$ cat config.mk
export PLATFORM = sky130hd
export DESIGN_NAME = adc_mem_reader
export DESIGN_NICKNAME = d
export VERILOG_FILES = /design/src/rtl/adc_mem_reader.sv
export SDC_FILE = /design/constraint.sdc
export NUM_CORES = 1
export LEC_CHECK = 0
export BUFFER_PORTS_ARGS = -buffer_cell sky130_fd_sc_hd__buf_2
export CAP_MARGIN = 0
export CORE_MARGIN = 2
export CORE_UTILIZATION = 50
export DETAILED_ROUTE_END_ITERATION = 10
export PLACE_DENSITY = 0.86
export SYNTH_ARGS = -nofsm -noshare
export SYNTH_HDL_FRONTEND = slang
export SYNTH_SLANG_ARGS = --single-unit
$ cat constraint.sdc
create_clock -name sys_clk -period 2.5 [get_ports sys_clk]
set_input_delay 0.25 -clock sys_clk [delete_from_list [all_inputs] [get_ports sys_clk]]
set_output_delay 0.25 -clock sys_clk [all_outputs]
set_load 0.02 [all_outputs]
$ cat src/rtl/adc_mem_reader.sv
// adc_mem_reader: read-back engine for the ADC capture RAM.
// A CSR start pulse streams NUM_SAMPLES consecutive words from ADDR_START
// onward out of a registered-read RAM and onto a valid/ready stream. A
// 2-entry first-word-fall-through buffer plus a one-deep in-flight credit
// keeps one word per cycle flowing and never drops a read under backpressure.
module adc_mem_reader #(
    parameter int                NUM_SAMPLES = 4096,
    parameter int                ADDR_W      = 13,
    parameter logic [ADDR_W-1:0] ADDR_START  = 13'h800,
    parameter int                DATA_W      = 32
) (
    input  logic              sys_clk,
    input  logic              sys_rst_n,
    input  logic              csr_start_i,
    output logic              csr_busy_o,
    output logic              csr_done_o,
    output logic              mem_re_o,
    output logic [ADDR_W-1:0] mem_addr_o,
    input  logic [DATA_W-1:0] mem_data_i,
    output logic              m_valid_o,
    output logic [DATA_W-1:0] m_data_o,
    output logic              m_last_o,
    input  logic              m_ready_i
);

    // Counters hold 0..NUM_SAMPLES inclusive so they can saturate at the run length.
    localparam int              CW     = $clog2(NUM_SAMPLES + 1);
    localparam logic [CW-1:0]   NUM_C  = CW'(NUM_SAMPLES);
    localparam logic [CW-1:0]   LAST_C = CW'(NUM_SAMPLES - 1);

    localparam logic [1:0] S_IDLE = 2'd0;
    localparam logic [1:0] S_RUN  = 2'd1;
    localparam logic [1:0] S_DONE = 2'd2;

    logic [1:0]             state;
    logic [CW-1:0]          issued;
    logic [CW-1:0]          returned;
    logic [CW-1:0]          beat;
    logic                   inflight;

    logic [1:0][DATA_W-1:0] fifo_mem;
    logic                   wr_ptr;
    logic                   rd_ptr;
    logic [1:0]             fifo_count;

    logic [ADDR_W-1:0]      addr_hold;
    logic [ADDR_W-1:0]      addr_next;
    logic [2:0]             occupancy;
    logic                   running;
    logic                   start_go;
    logic                   push;
    logic                   pop;
    logic                   re;

    assign running  = (state == S_RUN);
    // A start while running is dropped so a run can never be restarted mid-flight.
    assign start_go = csr_start_i && !running;

    assign push = inflight;
    assign pop  = m_valid_o && m_ready_i;

    // Words buffered or already requested, after this cycle's pop frees a slot.
    // Issuing only while this is below 2 means every returning word has room.
    assign occupancy = {1'b0, fifo_count} + {2'b00, inflight} - {2'b00, pop};
    assign re        = running && (issued < NUM_C) && (occupancy < 3'd2);

    // Address arithmetic wraps naturally at the RAM width.
    assign addr_next  = ADDR_START + ADDR_W'(issued);
    assign mem_re_o   = re;
    assign mem_addr_o = re ? addr_next : addr_hold;

    assign m_valid_o  = (fifo_count != 2'd0);
    assign m_data_o   = fifo_mem[rd_ptr];
    assign m_last_o   = m_valid_o && (beat == LAST_C);

    assign csr_busy_o = running;
    assign csr_done_o = (state == S_DONE);

    // Run control: start from IDLE/DONE, finish when the last beat is taken.
    always_ff @(posedge sys_clk or negedge sys_rst_n) begin
        if (!sys_rst_n) begin
            state <= S_IDLE;
        end else if (start_go) begin
            state <= S_RUN;
        end else if (running && pop && m_last_o) begin
            state <= S_DONE;
        end
    end

    // Issue/return/beat bookkeeping; inflight mirrors the RAM's one-cycle read latency.
    always_ff @(posedge sys_clk or negedge sys_rst_n) begin
        if (!sys_rst_n) begin
            issued   <= '0;
            returned <= '0;
            beat     <= '0;
            inflight <= 1'b0;
        end else if (start_go) begin
            issued   <= '0;
            returned <= '0;
            beat     <= '0;
            inflight <= 1'b0;
        end else begin
            inflight <= re;
            if (re) begin
                issued <= issued + 1'b1;
            end
            if (push && (returned < NUM_C)) begin
                returned <= returned + 1'b1;
            end
            if (pop && (beat < NUM_C)) begin
                beat <= beat + 1'b1;
            end
        end
    end

    // Keep the last issued address on the bus while no read is requested.
    always_ff @(posedge sys_clk or negedge sys_rst_n) begin
        if (!sys_rst_n) begin
            addr_hold <= '0;
        end else if (re) begin
            addr_hold <= addr_next;
        end
    end

    // Two-entry fall-through buffer; push and pop may coincide.
    always_ff @(posedge sys_clk or negedge sys_rst_n) begin
        if (!sys_rst_n) begin
            fifo_mem   <= '0;
            wr_ptr     <= 1'b0;
            rd_ptr     <= 1'b0;
            fifo_count <= 2'd0;
        end else if (start_go) begin
            wr_ptr     <= 1'b0;
            rd_ptr     <= 1'b0;
            fifo_count <= 2'd0;
        end else begin
            if (push) begin
                fifo_mem[wr_ptr] <= mem_data_i;
                wr_ptr           <= ~wr_ptr;
            end
            if (pop) begin
                rd_ptr <= ~rd_ptr;
            end
            fifo_count <= fifo_count + {1'b0, push} - {1'b0, pop};
        end
    end

endmodule

## Word-level counts from Yosys, hierarchy flattened

Index checks and enable logic that the tools add are counted.

| word-level totals | value |
|---|---|
| flip-flop bits (word level) | 110 |
| output and inout port bits | 50 |
| logic and storage cells | 64 |
| input bits | 36 |

| operators by class | value |
|---|---|
| equality and inequality tests | 3 |
| reductions and logical operators | 17 |
| order comparisons | 6 |
| muxes and demuxes | 18 |
| bitwise logic cells | 3 |
| add/sub/neg operators | 7 |

Operator list:

| operator | count |
|---|---|
| 32-bit 2-to-1 mux | 3 |
| 13-bit 2-to-1 mux | 5 |
| 64-bit bitwise mux | 1 |
| 32-bit demux with 1-bit select | 1 |
| 13-bit by 1-bit adder with 13-bit output, second input constant | 2 |
| 13-bit less-than comparator, second input constant | 2 |
| 12-bit by 13-bit adder with 13-bit output, first input constant | 1 |
| 13-bit by 12-bit == test with 1-bit output, second input constant | 1 |
| 2-bit nonzero test | 6 |
| 1-bit logical AND | 9 |
| 2-bit 2-to-1 mux | 3 |
| 1-bit 2-to-1 mux | 5 |
| 1-bit by 2-bit less-than comparator with 1-bit output, second input constant | 2 |
| 2-bit by 1-bit adder with 3-bit output | 1 |
| 3-bit by 2-bit less-than comparator with 1-bit output, second input constant | 1 |
| 1-bit inverter | 3 |
| 3-bit by 1-bit subtractor with 3-bit output | 1 |
| 2-bit by 1-bit adder with 2-bit output | 1 |
| 2-bit by 1-bit == test with 1-bit output, second input constant | 1 |
| 2-bit == test, second input constant | 1 |
| 2-bit AND reduction | 1 |
| 2-bit by 1-bit subtractor with 2-bit output | 1 |
| 1-bit greater-or-equal comparator, second input constant | 1 |
| 1-bit zero test | 1 |

## Depth between registers and ports, before layout

Gate-level depths: netlist (run 1).

| logic depth | value |
|---|---|
| depth in word-level cells | 7 |
| gate-level depth with buffers | 11 |
| gate-level depth less buffers | 10 |

## Worst setup path before layout (run 1)

No wires, ideal clock.

| timing | value |
|---|---|
| path kind | flip-flop to output port |
| from | register fifo_count[1] |
| to | output mem_addr_o[0] |
| setup slack | -0.230 ns |
| cell stages (with the launch flop) | 11 |
| buffers on the path | 1 |
| required time | 2.250 ns |
| data arrival time | 2.480 ns |
| cells stage by stage | dfrtp_1 > nand3_1 > o21ai_0 > ha_1 > fa_1 > nor4b_4 > nand2_1 > inv_1 > buf_2 > nand2_1 > nand2_1 |

| on the way | value |
|---|---|
| longest elaborated chain between the ends | 6 |
| elaborated cells on any way between the ends | 7 |
| those cells by class | add/sub (2); order compare (1); mux (1); reduce/logical (3) |

RTL lines:

| item | line | text |
|---|---|---|
| start: declaration | 44 | `logic [1:0] fifo_count;` |
| start signal: assignment | 144 | `fifo_count <= fifo_count + {1'b0, push} - {1'b0, pop};` |
| branches (longest 2 deep; another with 2-bit by 1-bit adder with 3-bit output) | - |  |
| 3-bit by 1-bit subtractor with 3-bit output * | 64 | `assign occupancy = {1'b0, fifo_count} + {2'b00, inflight} - {2'b00, pop};` |
| 3-bit by 2-bit less-than comparator with 1-bit output * | 65 | `assign re = running && (issued < NUM_C) && (occupancy < 3'd2);` |
| 1-bit logical AND * | 65 |  |
| net mem_re_o | 17 | `output logic mem_re_o,` |
| 13-bit 2-to-1 mux * | - |  |
| end: declaration | 18 | `output logic [ADDR_W-1:0] mem_addr_o,` |

Mark *: on every way through the listed nets, which the timed path passes.

## Final worst setup path (run 1)

| timing | value |
|---|---|
| from | register fifo_count[0] |
| to | output mem_addr_o[2] |

| on the way | value |
|---|---|
| longest elaborated chain between the ends | 6 |
| elaborated cells on any way between the ends | 7 |
| those cells by class | add/sub (2); order compare (1); mux (1); reduce/logical (3) |

RTL lines:

| item | line |
|---|---|
| branches (longest 2 deep; another with 2-bit by 1-bit adder with 3-bit output) | - |
| 3-bit by 1-bit subtractor with 3-bit output * | 64 |
| 3-bit by 2-bit less-than comparator with 1-bit output * | 65 |
| 1-bit logical AND * | 65 |
| 13-bit 2-to-1 mux * | - |

Mark *: on every way between the ends.

==> impl_metrics.json, run 1 <==
{
  "layout.nets": 538,
  "overflow": 0,
  "dp_hpwl_um": 6670,
  "antenna_found_initial": 0,
  "syn_area_mm2": 0.00489,
  "rsz0062_at_grt": "yes",
  "grt_max_degree": 111,
  "syn-mean-instance-area_um2": 12.5,
  "routabilityCongestion": 0.819,
  "start_util": 0.507,
  "coreArea_mm2": 0.00964,
  "finalInstanceArea_mm2": 0.00605,
  "seq_area_mm2": 0.00275,
  "row_count": 36,
  "grt_pass1_vias": 3430,
  "root_buffer": "clkbuf_8",
  "synth_warnings": 0,
  "fp.dieW_um": 103,
  "cts_sinks": 110,
  "fmax_mhz": 346,
  "pwr_density_cell_mw_per_mm2": 1390,
  "worstHoldPathType": "primary input to flop",
  "fillCellCount": 758,
  "design.die.area_mm2": 0.0106,
  "failed_checks": "negative setup slack",
  "ys.flop_type": "dfrtp_1",
  "ys_ff_latch": 110,
  "timing.critical_path.arrival_ns": 2.64,
  "routed_via_density": 5.33,
  "vias": 3391,
  "mostFrequentLayoutCells": "dfrtp_1, mux2_2, buf_2",
  "io_buffer_count": 85,
  "synth.distinct_cells": 43,
  "drv_slew": 0,
  "dr.pass1.iters": 4,
  "path_class": "flop to primary output",
  "clkTransAtPathRegs_ns": 0.11,
  "h-tree-depth": 3,
  "antenna_cells": 0,
  "drt-initial-drc-count": 209,
  "fin_util": 0.628,
  "cts_max_path_buffers": 2,
  "timing.final.hold_violations": 0,
  "required_ns": 2.25,
  "routed_wl_um": 10400,
  "insertion_delay_ns": 0.36,
  "ir_drop_mv": 1.06,
  "dieHeight_um": 103,
  "startpoint_type": "flop",
  "path_max_fanout": 13,
  "finalClockSkew_ns": 0.00848,
  "final_common_cell": "dfrtp_1",
  "grt_pass1_wl_um": 15700,
  "fin_crit_ns": 2.89,
  "total_power_mw": 8.39,
  "drc": 0,
  "dp_slack_ns": -0.149,
  "slew_headroom": 0.615,
  "syn_nets": 432,
  "setup_viol": 18,
  "end_kind": "primary output",
  "power.leakage_nw": 2.76,
  "syn_inst": 392,
  "synth-edff-count": 0,
  "drive_above_1_share": 0.515,
  "area_growth_pct": 23.8,
  "tightest_slew_ns": 0.578,
  "ioPinCount": 86,
  "fin_ws_ns": -0.386,
  "wire_per_inst_um": 16.3,
  "ant_nets": 0,
  "multiInputGateArea_mm2": 0.00216,
  "cts_tree": "built",
  "maxCapViolations": 0,
  "final.period_utilization": 1.15,
  "grt_use_total": 0.189,
  "place_area_mm2": 0.00563,
  "synthArstFlopShare": 1.00,
  "cts_buffers": 9,
  "seq_area_frac_synth": 0.563,
  "status": "finished, violations left"
}
cells in the mapped netlist, types with 4 or more instances:
cell type	count	area [um2]
buf_2	4	20.0
xnor2_1	9	78.8
inv_1	12	45.0
dfrtp_1	110	2750
and2_1	6	37.5
nand2_1	47	176
mux2_2	96	1080
o21ai_0	8	40.0
nor2_1	17	63.8
clkbuf_1	8	30.0
o31ai_1	5	37.5
nand3_1	11	55.1
a21oi_1	11	55.1
per-stage QoR:
step | hold WS [ns] | std cells | TNS (ns)
final | 0.117 | 636 | -5.28
after global routing | 0.0978 | 636 | -7.99
after CTS | 0.104 | 633 | -5.91
after detailed placement | 0.373 | 613 | -0.718
after global placement | 0.360 | 613 | -0.0101
after floorplan | -0.0456 | 392 | -0.342
area by class of cell:
cell class,count,share of cell area
Tap cell,133,0.0275
Sequential cell,110,0.455
Multi-Input combinational cell,254,0.357
Timing Repair Buffer,111,0.123
Clock buffer,10,0.0211
Clock inverter,6,0.00889
Inverter,12,0.00744
critical path, stage by stage, from the launching register on:
cell and delay (ns):
dfrtp_1 0.40, inv_2 0.10, nand3_4 0.08, o21ai_2 0.07, ha_2 0.19, fa_1 0.46, nor4b_4 0.29, nand2_2 0.17
inv_2 0.10, buf_12 0.13, nand2_1 0.07, nand2_2 0.10, buf_6 0.12
power by group:
group	internal, mW	switching, mW
Clock	0.386	0.632
Sequential	2.50	0.433
Combinational	2.18	2.25
Total	5.07	3.32
layer usage:
metal | share of wire | routed length [um] | vias to the layer above | GRT usage
met5 | 0 | 0 | - | 0
met4 | 0.020 | 205 | 0 | 0.0830
met3 | 0.033 | 342 | 16 | 0.0258
met2 | 0.54 | 5630 | 75 | 0.341
met1 | 0.41 | 4220 | 1718 | 0.226
li1 | - | - | 1582 | -
timing repair:
action                                 in CTS  in global routing
hold buffers                                1                  0
pin swaps                                   8                  6
resized for setup                          31                 24
setup endpoints to repair                  17                 24
endpoints found under the hold margin     110                  0
setup buffers                               4                  3
cells by family after synthesis:
kind of cell             Yosys count  synth area share
flip-flops                       110             0.563
AND/OR/NAND/NOR                  105             0.108
multiplexers                      97             0.223
AO/OA/AOI/OAI                     35            0.0448
buffers and inverters             28            0.0248
XOR/XNOR                          13            0.0248
adder cells (fa/ha/maj)            4            0.0118
state kept, by name (all words and copies together), names as in the netlist:
name,flops
fifo_count,2
state,2
issued,13
wr_ptr,1
addr_hold,13
inflight,1
beat,13
rd_ptr,1
fifo_mem,64
worst paths after layout:
check                               from            end  slack (ns)  cells past startpoint
min in group asynchronous      sys_rst_n   fifo_mem[19]        0.50                      3
hold / removal               csr_start_i       state[1]        0.12                      2
setup / recovery           fifo_count[0]  mem_addr_o[2]       -0.39                     12
hold reg to reg            addr_hold[10]  addr_hold[10]        0.49                      2
max in group asynchronous      sys_rst_n      issued[4]        1.57                      3
setup reg to reg           fifo_count[0]     issued[11]       -0.18                     10
No activity file was read; power rests on OpenSTA's default activity.
==> inputs of run 2 (changes only) <==
Settings changed: RECOVER_POWER set to 50, SLEW_MARGIN set to 20.
==> impl_metrics.json, run 2 (synthesis results as in run 1) <==
{
  "grt_pass1_vias": 3430,
  "end_kind": "primary output",
  "fin_cells": 636,
  "slowest_delay_ns": 0.46,
  "cts_tree": "built",
  "place_area_mm2": 0.00563,
  "path_delay_family": "simple AND/OR/NAND/NOR gates",
  "overflow": 0,
  "path_buf_inv": 4,
  "largest-register": "fifo_mem",
  "dp_hpwl_um": 6670,
  "design.die.area_mm2": 0.0106,
  "ioPinCount": 86,
  "grt_max_degree": 111,
  "cts_max_path_buffers": 2,
  "clock_power_share": 0.121,
  "maxCapViolations": 0,
  "timing.critical_path.arrival_ns": 2.64,
  "fp.dieW_um": 103,
  "cts_sinks": 110,
  "fmax_mhz": 346,
  "cts_buffers": 9,
  "grt_pass1_wl_um": 15700,
  "clkTransAtPathRegs_ns": 0.11,
  "power.leakage_nw": 2.74,
  "crit_path_cell_trace": "inv_2 -> nand3_4 -> o21ai_2 -> ha_2 -> fa_1 -> nor4b_4 -> nand2_2 -> inv_2 -> buf_12 -> nand2_1 -> nand2_2 -> buf_6",
  "ir_drop_mv": 1.06,
  "pwr_density_cell_mw_per_mm2": 1390,
  "layout.nets": 538,
  "fin_crit_ns": 2.89,
  "path_max_fanout": 13,
  "path_class": "flop to primary output",
  "dr.pass1.iters": 6,
  "fin_ws_ns": -0.391,
  "wire_per_inst_um": 16.2,
  "combPwrFrac": 0.529,
  "p_int_mw": 5.07,
  "start_util": 0.507,
  "reg2reg_from": "fifo_count[0]",
  "grt_use_total": 0.189,
  "crit_slowest_cell": "fa_1",
  "status": "finished, violations left",
  "antenna_found_initial": 0,
  "io_buffer_count": 85,
  "row_count": 36,
  "p_sw_frac": 0.396,
  "final_common_cell": "dfrtp_1",
  "routed_wl_um": 10300,
  "finalClockSkew_ns": 0.00799,
  "ant_nets": 0,
  "crit_cells": 12,
  "root_buffer": "clkbuf_8",
  "fin_util": 0.626,
  "failed_checks": "negative setup slack",
  "largest_register_ffs": 64,
  "finalInstanceArea_mm2": 0.00604,
  "timing.final.hold_violations": 0,
  "crit_path_start": "fifo_count[0]",
  "ff2ff_setup_slack_ns": -0.19,
  "drive_above_1_share": 0.511,
  "mostFrequentLayoutCells": "dfrtp_1, mux2_2, buf_2",
  "switching_power_mw": 3.32,
  "rsz0062_at_grt": "yes",
  "coreArea_mm2": 0.00964,
  "drc": 0,
  "placed_cells": 613,
  "setup_tns_ns": -5.36,
  "worstHoldPathType": "primary input to flop",
  "startpoint_type": "flop",
  "whs_path_depth": 2,
  "vias": 3396,
  "drt-initial-drc-count": 194,
  "routed_via_density": 5.34,
  "area_growth_pct": 23.4,
  "antenna_cells": 0,
  "final.period_utilization": 1.16,
  "setup_viol": 18,
  "ff2ff_path_depth": 10,
  "required_ns": 2.25,
  "slew_headroom": 0.0367,
  "drv_slew": 0,
  "r2r-end": "issued[11]",
  "tightest_slew_ns": 1.44,
  "insertion_delay_ns": 0.36,
  "dieHeight_um": 103,
  "crit_end": "mem_addr_o[2]",
  "routabilityCongestion": 0.819,
  "h-tree-depth": 3,
  "seqPwrFrac": 0.350
}
[run 2: changes by cell type in the layout (fill, tap and decap cells not counted)]
| cell | previous run | this run |
|---|---|---|
| clkbuf_4 | 0 | 2 |
| and2_0 | 0 | 2 |
| buf_2 | 72 | 71 |
| buf_12 | 3 | 2 |
| buf_4 | 21 | 19 |
| clkbuf_1 | 1 | 3 |
| and2_1 | 6 | 4 |
[run 2: cell type report]
type | count | area (um2)
well taps | 133 | 166
clock inverters | 6 | 53.8
flip-flops and latches | 110 | 2750
multi-input cells | 254 | 2160
clock buffers | 10 | 128
fillers | 760 | 3600
inverters | 12 | 45.0
repair buffers | 111 | 728
[run 2: worst min path at each step]
stage	from	to	slack, ns
floorplan	sys_rst_n	addr_hold[0]	-0.05
global placement	sys_rst_n	fifo_mem[11]	0.36
detailed placement	sys_rst_n	fifo_mem[19]	0.37
CTS	csr_start_i	state[1]	0.10
global route	csr_start_i	state[1]	0.1
finish	csr_start_i	state[1]	0.12
[run 2: metrics by stage]
step	hold slack [ns]	worst slack, ns	total power, mW
3_5_place_dp	0.373	-0.149	6.92
2_1_floorplan	-0.0456	-0.0716	5.63
4_1_cts	0.104	-0.431	8.24
3_3_place_gp	0.360	-0.0101	6.71
6_report	0.118	-0.391	8.39
5_1_grt	0.0984	-0.525	8.91
[run 2: per-layer routing]
layer,share of wire,GRT usage
met5,0,0
met3,0.029,0.0258
met2,0.55,0.341
met1,0.40,0.226
met4,0.022,0.0830
[run 2: what timing repair did]
item,in CTS,in global routing
hold buffers,1,0
resized for setup,31,24
setup buffers,4,3
setup endpoints to repair,17,24
pin swaps,8,6
hold endpoints to repair,110,0
[run 2: power by group through the flow]
| stage | combinational [mW] | sequential [mW] | clock [mW] |
|---|---|---|---|
| CTS | 4.25 | 2.94 | 1.05 |
| floorplan | 2.81 | 2.82 | 0 |
| detailed placement | 3.94 | 2.97 | 0 |
| global route | 4.76 | 3.03 | 1.12 |
| global placement | 3.82 | 2.89 | 0 |
| finish | 4.43 | 2.94 | 1.02 |
==> inputs of run 3 (changes only) <==
Settings changed: CORE_UTILIZATION 50 to 46, MAX_ROUTING_LAYER set to met4, PLACE_DENSITY 0.86 to 0.81.
==> impl_metrics.json, run 3 (synthesis results as in run 1) <==
{
  "whs_path_depth": 2,
  "maxCapViolations": 1,
  "failed_checks": "max-capacitance violations, max-slew violations, negative setup slack",
  "root_buffer": "clkbuf_8",
  "p_sw_frac": 0.392,
  "dr.pass1.iters": 4,
  "mostFrequentLayoutCells": "dfrtp_1, mux2_2, buf_2",
  "seqPwrFrac": 0.353,
  "routed_via_density": 5.24,
  "coreArea_mm2": 0.0103,
  "grt_max_degree": 66,
  "final.period_utilization": 1.13,
  "insertion_delay_ns": 0.36,
  "fin_ws_ns": -0.332,
  "row_count": 37,
  "vias": 3371,
  "cts_tree": "built",
  "antenna_cells": 0,
  "fp.dieW_um": 107,
  "ff2ff_setup_slack_ns": -0.13,
  "fin_crit_ns": 2.83,
  "ioPinCount": 86,
  "worstHoldPathType": "primary input to flop",
  "fmax_mhz": 353,
  "drive_above_1_share": 0.513,
  "timing.final.hold_violations": 0,
  "layout.nets": 542,
  "ir_drop_mv": 1.07,
  "timing.critical_path.arrival_ns": 2.58,
  "cts_max_path_buffers": 2,
  "grt_pass1_vias": 3517,
  "slew_headroom": -0.0497,
  "p_int_mw": 5.07,
  "routed_wl_um": 10100,
  "antenna_found_initial": 0,
  "dp_slack_ns": -0.130,
  "ff2ff_path_depth": 10,
  "drc": 0,
  "clock_power_share": 0.119,
  "r2r-end": "issued[7]",
  "grt_use_total": 0.189,
  "min-delay-start": "mem_data_i[22]",
  "min_to": "fifo_mem[54]",
  "tightest_slew_ns": 1.57,
  "cts_sinks": 110,
  "wire_per_inst_um": 15.8,
  "area_growth_pct": 24.2,
  "largest-register": "fifo_mem",
  "design.die.area_mm2": 0.0115,
  "path_max_fanout": 5,
  "setup_viol": 18,
  "hold_slack_ns": 0.119,
  "io_buffer_count": 85,
  "end_kind": "primary output",
  "rsz0062_at_grt": "yes",
  "startpoint_type": "flop",
  "dp_hpwl_um": 6830,
  "cts_buffers": 9,
  "reg2reg_from": "fifo_count[0]",
  "power.leakage_nw": 2.77,
  "finalClockSkew_ns": 0.00785,
  "overflow": 0,
  "routabilityCongestion": 0.810,
  "status": "finished, violations left",
  "h-tree-depth": 3,
  "start_util": 0.474,
  "path_class": "flop to primary output",
  "clkTransAtPathRegs_ns": 0.11,
  "pwr_density_cell_mw_per_mm2": 1370,
  "drt-initial-drc-count": 120,
  "grt_pass1_wl_um": 16700,
  "final_common_cell": "dfrtp_1",
  "setup_tns_ns": -4.54,
  "dieHeight_um": 107,
  "total_power_mw": 8.34,
  "drv_slew": 66,
  "required_ns": 2.25,
  "ant_nets": 0,
  "placed_cells": 616,
  "fin_cells": 643,
  "switching_power_mw": 3.27,
  "largest_register_ffs": 64,
  "combPwrFrac": 0.528
}
## run 3: critical path, cell delays in order, from the launching register on
cell	delay [ns]
dfrtp_1	0.40
inv_2	0.10
nand3_4	0.08
o21ai_2	0.07
ha_2	0.18
fa_1	0.45
nor4b_4	0.29
nand2_2	0.14
inv_2	0.11
buf_6	0.13
nand2_2	0.06
nand2_2	0.09
buf_6	0.12
## run 3: area by class of cell
class,instances,area [um2]
timing repair buffer,115,774
clock inverter,7,55.1
inverter,12,45.0
clock buffer,9,124
tap,136,170
sequential,110,2750
fill,819,4250
multi-input combinational,254,2150
## run 3: worst max path at each step
stage | start | to | slack, ns | cells past startpoint
finish | fifo_count[0] | mem_addr_o[6] | -0.33 | 12
floorplan | fifo_count[1] | mem_addr_o[11] | -0.07 | 7
CTS | fifo_count[0] | mem_addr_o[0] | -0.36 | 12
detailed placement | fifo_count[0] | issued[7] | -0.13 | 10
global placement | fifo_count[0] | issued[7] | -0.03 | 10
global route | fifo_count[0] | mem_addr_o[6] | -0.48 | 12
## run 3: power by group through the flow
stage               logic, mW  registers, mW  clock network, mW
floorplan                2.81           2.82                  0
global placement         3.78           2.89                  0
detailed placement       3.90           2.97                  0
CTS                      4.32           2.93               1.03
global route             4.73           3.03               1.11
finish                   4.40           2.94              0.995
## run 3: metrics by stage
step	utilization	instance area [um2]
global placement	0.545	5630
floorplan	-	4920
global route	0.589	6080
finish	0.589	6080
detailed placement	0.545	5630
CTS	0.582	6010
## run 3: metal layers
metal	wire length, um	GRT usage	vias to the layer above
met2	5520	0.329	59
met3	273	0.0261	15
met4	161	0.0649	0
li1	-	-	1590
met5	0	-	-
met1	4180	0.224	1707
## run 3: timing repair
action,4_1_cts,5_1_grt
endpoints found under the hold margin,42,0
gates resized for setup,52,13
pin swaps,5,7
endpoints found under the setup margin,17,27
setup buffers,5,4
hold buffers,1,0
gates cloned,0,1
